### config.mk
export PLATFORM = sky130hd
export DESIGN_NAME = spi_slave
export DESIGN_NICKNAME = d
export VERILOG_FILES = /design/src/rtl/spi_slave.sv
export SDC_FILE = /design/constraint.sdc
export NUM_CORES = 1
export LEC_CHECK = 0
export ABC_AREA = 1
export CAP_MARGIN = 25
export CORE_ASPECT_RATIO = 0.75
export CORE_UTILIZATION = 40
export DETAILED_ROUTE_END_ITERATION = 16
export PLACE_DENSITY = 0.73
export SKIP_LAST_GASP = 1
export SYNTH_ARGS = -nofsm -noshare
export SYNTH_HDL_FRONTEND = slang
export SYNTH_SLANG_ARGS = --single-unit
### constraint.sdc
create_clock -name clk -period 4.1 [get_ports clk]
set_input_delay 0.82 -clock clk [delete_from_list [all_inputs] [get_ports clk]]
set_output_delay 0.82 -clock clk [all_outputs]
set_load 0.05 [all_outputs]
### src/rtl/spi_slave.sv
// SPI mode-0 slave (CPOL=0, CPHA=0, MSB first), oversampled on clk.
// One-word TX holding buffer with valid/ready; framing by ss_n or bit count.
//
// state    | meaning
// ---------+-------------------------------------------------------------
// ST_IDLE  | between frames; arm the next TX word, wait for first rise
// ST_SHIFT | mid-frame; shift miso on fall, sample mosi on rise
// ST_DONE  | last bit sampled; wait for the closing fall
module spi_slave #(
    parameter int                    DATA_WIDTH  = 8,
    parameter int                    SYNC_STAGES = 2,
    parameter logic [DATA_WIDTH-1:0] TX_FILL     = '0
) (
    input  logic                  clk,
    input  logic                  rst,
    input  logic                  sck,
    input  logic                  mosi,
    input  logic                  ss_n,
    output logic                  miso,
    input  logic [DATA_WIDTH-1:0] tx_data,
    input  logic                  tx_valid,
    output logic                  tx_ready,
    output logic [DATA_WIDTH-1:0] rx_data,
    output logic                  rx_valid,
    output logic                  busy,
    output logic                  tx_underrun,
    output logic                  frame_err
);

    localparam int CNT_W = $clog2(DATA_WIDTH);
    localparam int RX_W  = DATA_WIDTH - 1;

    typedef enum logic [1:0] {
        ST_IDLE,
        ST_SHIFT,
        ST_DONE
    } state_t;

    state_t                  state;
    logic [CNT_W-1:0]        bit_cnt;
    logic [RX_W-1:0]         rx_shift;
    logic [DATA_WIDTH-1:0]   tx_shift;
    logic [DATA_WIDTH-1:0]   hold;
    logic                    hold_full;
    logic                    armed;

    logic [SYNC_STAGES-1:0]  sck_sync;
    logic [SYNC_STAGES-1:0]  mosi_sync;
    logic [SYNC_STAGES-1:0]  ss_sync;
    logic                    sck_d;

    logic                    sck_s;
    logic                    mosi_s;
    logic                    ss_act;
    logic                    sck_rise;
    logic                    sck_fall;

    always_ff @(posedge clk) begin
        if (rst) begin
            sck_sync  <= '0;
            mosi_sync <= '0;
            ss_sync   <= '1;
            sck_d     <= 1'b0;
        end else begin
            sck_sync  <= {sck_sync[SYNC_STAGES-2:0], sck};
            mosi_sync <= {mosi_sync[SYNC_STAGES-2:0], mosi};
            ss_sync   <= {ss_sync[SYNC_STAGES-2:0], ss_n};
            sck_d     <= sck_sync[SYNC_STAGES-1];
        end
    end

    assign sck_s    = sck_sync[SYNC_STAGES-1];
    assign mosi_s   = mosi_sync[SYNC_STAGES-1];
    assign ss_act   = ~ss_sync[SYNC_STAGES-1];
    assign sck_rise = sck_s & ~sck_d;
    assign sck_fall = ~sck_s & sck_d;

    always_ff @(posedge clk) begin
        if (rst) begin
            state       <= ST_IDLE;
            bit_cnt     <= '0;
            rx_shift    <= '0;
            rx_data     <= '0;
            tx_shift    <= TX_FILL;
            hold        <= '0;
            hold_full   <= 1'b0;
            armed       <= 1'b0;
            rx_valid    <= 1'b0;
            tx_underrun <= 1'b0;
            frame_err   <= 1'b0;
        end else begin
            rx_valid    <= 1'b0;
            tx_underrun <= 1'b0;
            frame_err   <= 1'b0;

            if (tx_valid && !hold_full) begin
                hold      <= tx_data;
                hold_full <= 1'b1;
            end

            // Arming is suppressed on the frame-start cycle so an unarmed
            // frame sends TX_FILL and the held word waits for the next one.
            if (state == ST_IDLE && !armed && !(ss_act && sck_rise)) begin
                if (hold_full) begin
                    tx_shift  <= hold;
                    armed     <= 1'b1;
                    hold_full <= 1'b0;
                end else begin
                    tx_shift  <= TX_FILL;
                end
            end

            if (!ss_act) begin
                if (state != ST_IDLE)
                    frame_err <= 1'b1;
                state    <= ST_IDLE;
                bit_cnt  <= '0;
                rx_shift <= '0;
            end else begin
                case (state)
                    ST_IDLE: begin
                        if (sck_rise) begin
                            rx_shift <= RX_W'(mosi_s);
                            bit_cnt  <= CNT_W'(1);
                            state    <= ST_SHIFT;
                            if (armed)
                                armed <= 1'b0;
                            else
                                tx_underrun <= 1'b1;
                        end
                    end
                    ST_SHIFT: begin
                        if (sck_fall) begin
                            tx_shift <= tx_shift << 1;
                        end else if (sck_rise) begin
                            if (bit_cnt == CNT_W'(DATA_WIDTH - 1)) begin
                                rx_data  <= {rx_shift, mosi_s};
                                rx_valid <= 1'b1;
                                bit_cnt  <= '0;
                                state    <= ST_DONE;
                            end else begin
                                rx_shift <= (rx_shift << 1) | RX_W'(mosi_s);
                                bit_cnt  <= bit_cnt + 1'b1;
                            end
                        end
                    end
                    ST_DONE: begin
                        if (sck_fall)
                            state <= ST_IDLE;
                    end
                    default: state <= ST_IDLE;
                endcase
            end
        end
    end

    assign miso     = tx_shift[DATA_WIDTH-1];
    assign tx_ready = ~hold_full;
    assign busy     = (state != ST_IDLE);

endmodule
# Word level (Yosys, flattened, before mapping)
# Index checks and enable logic that the tools add are counted.
word_totals:
  register_bits: 48
  input_bits: 14
  out_inout_bits: 14
  elab_cells: 87
classes:
  add_sub_neg: 1
  n_eq_ne: 9
  n_mux: 33
  bitwise: 11
  n_reduce_logical: 18
op_table:
  columns: ["operator", "count"]
  rows:
  - ["two-way mux 8 bit", 5]
  - ["two-way mux 7 bit", 4]
  - ["AND reduction 5 bit", 3]
  - ["case mux 7 bit (2 select lines)", 1]
  - ["two-way mux 1 bit", 12]
  - ["two-way mux 3 bit", 4]
  - ["inequality test 2 bit (second input constant)", 6]
  - ["two-way mux 2 bit", 5]
  - ["inverter 1 bit", 8]
  - ["OR 7 x 1 -> 7 bit", 1]
  - ["case mux 2 bit (3 select lines)", 1]
  - ["case mux 3 bit (2 select lines)", 1]
  - ["OR reduction 5 bit", 1]
  - ["logical AND 1 bit", 4]
  - ["AND reduction 4 bit", 1]
  - ["nonzero test 2 bit", 2]
  - ["OR reduction 2 bit", 2]
  - ["OR reduction 4 bit", 1]
  - ["adder 3 x 1 -> 3 bit (second input constant)", 1]
  - ["== test 3 bit (second input constant)", 1]
  - ["zero test 1 bit", 3]
  - ["bitwise AND 1 bit", 2]
  - ["== test 2 x 1 -> 1 bit (second input constant)", 1]
  - ["== test 2 bit (second input constant)", 1]
  - ["zero test 2 bit", 1]

# Logic depth before layout (Yosys ltp)
logic_depth:
  ltp_word: 10
  ltp_mapped: 9
  ltp_nobuf: 8

# Least setup slack after synthesis
# Ideal clock, no wire load.
synth_path:
  kind: "flip-flop to output port"
  from: "register state[0]"
  to: "output port busy"
  t_arrival_ns: 0.846
  required_time_ns: 3.280
  setup_slack_ns: 2.434
  stages_incl_launch_ff: 3
  path_buffers: 0
  path_cell_list: "dfxtp_1 inv_2 nand2_1"
synth_via:
  elab_chain_len: 1
synth_rtl:
  columns: ["element", "line_no", "source"]
  rows:
  - ["from (decl)", "39", "state_t state;"]
  - ["from (signal assigned)", "80", "state <= ST_IDLE;"]
  - ["from (signal assigned)", "116", "state <= ST_IDLE;"]
  - ["from (signal assigned)", "125", "state <= ST_SHIFT;"]
  - ["nonzero test 2 bit", "159", "assign busy = (state != ST_IDLE);"]
  - ["to (decl)", "25", "output logic busy,"]
# Every way passes these cells.

# Worst setup path after layout
# Ends and elaborated chain as after synthesis.

==> flow_summary.json <==
{
  "top_layer_used": "met4",
  "syn_inst": 289,
  "synthTopCellsByArea": "dfxtp_1 47%, nand2_1 12%, inv_1 9.6%, nor2_1 8.0%, nand3_1 5.9%",
  "synth-seq-area-share_pct": 47.4,
  "synth_top_family_by_area": "simple AND/OR/NAND/NOR gates",
  "post_drt_wl_per_cell_um": 9.85,
  "drt-met1-wl_um": 1870,
  "end_kind": "primary output",
  "finalHoldViolations": 0,
  "synth_cell_types": 22,
  "placed_area_um2": 2340,
  "dr_wl_met2_um": 1620,
  "min_period_ps": 2630,
  "drt_wl_total_um": 3720,
  "antenna_found_initial": 0,
  "yosysTopAreaCell": "dfxtp_1",
  "critPathSlowestCell": "clkdlybuf4s50_1",
  "num_vias": 1714,
  "met3_length_um": 172,
  "cts_hold_buffers": 0,
  "path_cells": "inv_2, nand2_1, clkdlybuf4s50_1",
  "core_area_um2": 4870,
  "fmax_ghz": 0.381,
  "gp_congestion": 0.839,
  "synth_xor_xnor_area_share_pct": 0,
  "max-clock-path-buffers": 2,
  "design_area_um2": 2440,
  "most-common-layout-cells": "65 x nand2_1, 52 x inv_1, 48 x dfxtp_1",
  "combinationalPowerShare_pct": 8.4,
  "synth_fa_ha_area_share_pct": 1.24,
  "cts_resized": 0,
  "grt_pass1_vias": 1617,
  "grt_max_degree": 27,
  "power_frac_clock_pct": 34.3,
  "cts_tree": "done",
  "worstSkewPairLatency_ps": 310,
  "p_leak_uw": 0.00113,
  "layout.nets": 333,
  "gr-total-overflow": 0,
  "outcome": "finished, violations left",
  "fin_cells": 378,
  "h-tree-depth": 2,
  "synth_top_area_share_pct": 47.4,
  "p_seq_share_pct": 57.3,
  "synth_seq_cells": 48,
  "arrival_ps": 1810,
  "finalSetupViolCount": 0,
  "die_w_um": 84.2,
  "die_area_um2": 5360,
  "crit_type": "reg -> out",
  "synthSimpleGateAreaFrac_pct": 32.8,
  "synth_area_um2": 2030,
  "grt_util_all_layers_pct": 15.9,
  "tns_ps": 0,
  "fp.dieH_um": 63.6,
  "dpl.hpwl_um": 2640,
  "antennaDiodeCount": 0,
  "ir_drop_v": 0.000224,
  "ios": 28,
  "cts_sinks": 48,
  "worstReg2RegStart": "bit_cnt[0]",
  "cts-root-buf": "clkbuf_8",
  "grt_pass1_wl_um": 6770,
  "synthToLayoutAreaGrowth_pct": 20.3,
  "vias_per_cell": 4.53,
  "maxSlewViolCount": 0,
  "hold_class": "reg -> reg",
  "drtAntennaViolNets": 0,
  "initial_core_util_pct": 41.6,
  "drc": 2,
  "cp-endpoint": "busy",
  "synthMuxAreaShare_pct": 0,
  "p_sw_uw": 209,
  "mostFrequentLayoutCell": "nand2_1",
  "reg2reg_to": "rx_shift[1]",
  "critPathLaunch": "state[0]",
  "dp_cells": 370,
  "p_sw_share_pct": 24.4,
  "crit_fanout": 6,
  "fin_crit_sh_pct": 64.1,
  "synth_warnings": 0,
  "synth_area_per_cell_um2": 7.01,
  "power.density_nw_per_um2": 351,
  "skew_ps": 7.13,
  "cap_violations": 0,
  "drt_pass1_iterations": 10,
  "cp_data_required_time_ps": 3280,
  "r2r_slack_ps": 2360,
  "clkTransAtPathRegs_ps": 90,
  "drt-initial-drc-count": 66,
  "intPower_uw": 646,
  "fin_util_pct": 50.0,
  "grt_setup_unrepaired": "false",
  "synth_nets": 305,
  "violations": "design-rule violations",
  "critPathLaunchType": "flop",
  "rows": 22,
  "synth-compound-area-share_pct": 6.79,
  "drive_above_1_share_pct": 5.97,
  "max_slew_margin_pct": 57.4,
  "cts_buffers": 5,
  "tightest_slew_ps": 635,
  "numPortBuffers": 27,
  "ff2ff_path_depth": 8,
  "cts_setup_buffers": 0,
  "slowest_delay_ps": 820
}
## how the worst min path moves through the flow
stage	from	depth (start not counted)	slack, ps	endpoint
CTS	sck_sync[0]	2	410	sck_sync[1]
floorplan	mosi_sync[0]	2	390	mosi_sync[1]
finish	sck_sync[0]	2	420	sck_sync[1]
global placement	sck_sync[0]	2	390	sck_sync[1]
global route	mosi_sync[0]	2	440	mosi_sync[1]
detailed placement	sck_sync[0]	2	400	sck_sync[1]
## worst max-delay path: cells and delay by family, from the launching register on
family                 cells  cell delay [ps]
buffers and inverters      2              900
flip-flops                 1              450
AND/OR/NAND/NOR            1              150
## power by group through the flow
stage          clock network [uW]  registers (uW)  logic, uW
5_1_grt                       324             493       83.7
4_1_cts                       302             491       72.6
3_3_place_gp                    0             501       71.0
2_1_floorplan                   0             498       49.5
3_5_place_dp                    0             501       72.2
6_report                      293             490       71.8
## final cells by class
cell class,count,area (um^2)
fillers,491,2430
flip-flops and latches,48,961
multi-input cells,180,827
repair buffers,27,270
inverters,55,206
clock buffers,6,82.6
well taps,60,75.1
clock inverters,2,15.0
## layer usage
layer | vias up | GRT usage (%)
met5 | - | 0
met4 | 0 | 7.76
met3 | 6 | 3.93
met2 | 46 | 26.9
met1 | 721 | 19.0
li1 | 941 | -
## through the flow
step           worst slack [ps]  hold WS, ps  total power, uW
2_1_floorplan              2430          388              548
3_3_place_gp               1360          390              572
3_5_place_dp               1280          399              574
4_1_cts                    1470          415              866
5_1_grt                    1410          444              900
6_report                   1470          419              855
## flip-flops by register name (all words and copies together) (netlist names)
signal,flops
armed,1
bit_cnt,3
frame_err,1
hold,8
hold_full,1
mosi_sync,2
rx_data,8
rx_shift,7
rx_valid,1
sck_d,1
sck_sync,2
ss_sync,2
state,2
tx_shift,8
tx_underrun,1
## cells in the mapped netlist
cell type	count
nand3_1	24
nor3_1	2
ha_1	2
o211ai_1	1
buf_2	1
dfxtp_1	48
buf_6	1
nor3_4	1
nand3_2	2
or2_2	2
nor2_1	43
inv_1	52
nor2_4	1
a21oi_1	14
o21ai_0	12
clkinv_1	1
nor2_2	2
nand2_1	65
nand4_1	8
inv_2	2
clkbuf_1	4
nand2_2	1
## cell families after synthesis
kind of cell | Yosys count
simple gates | 151
buf+inv | 61
fa+ha+maj | 2
compound gates | 27
flops | 48
No activity file was read; power rests on OpenSTA's default activity.
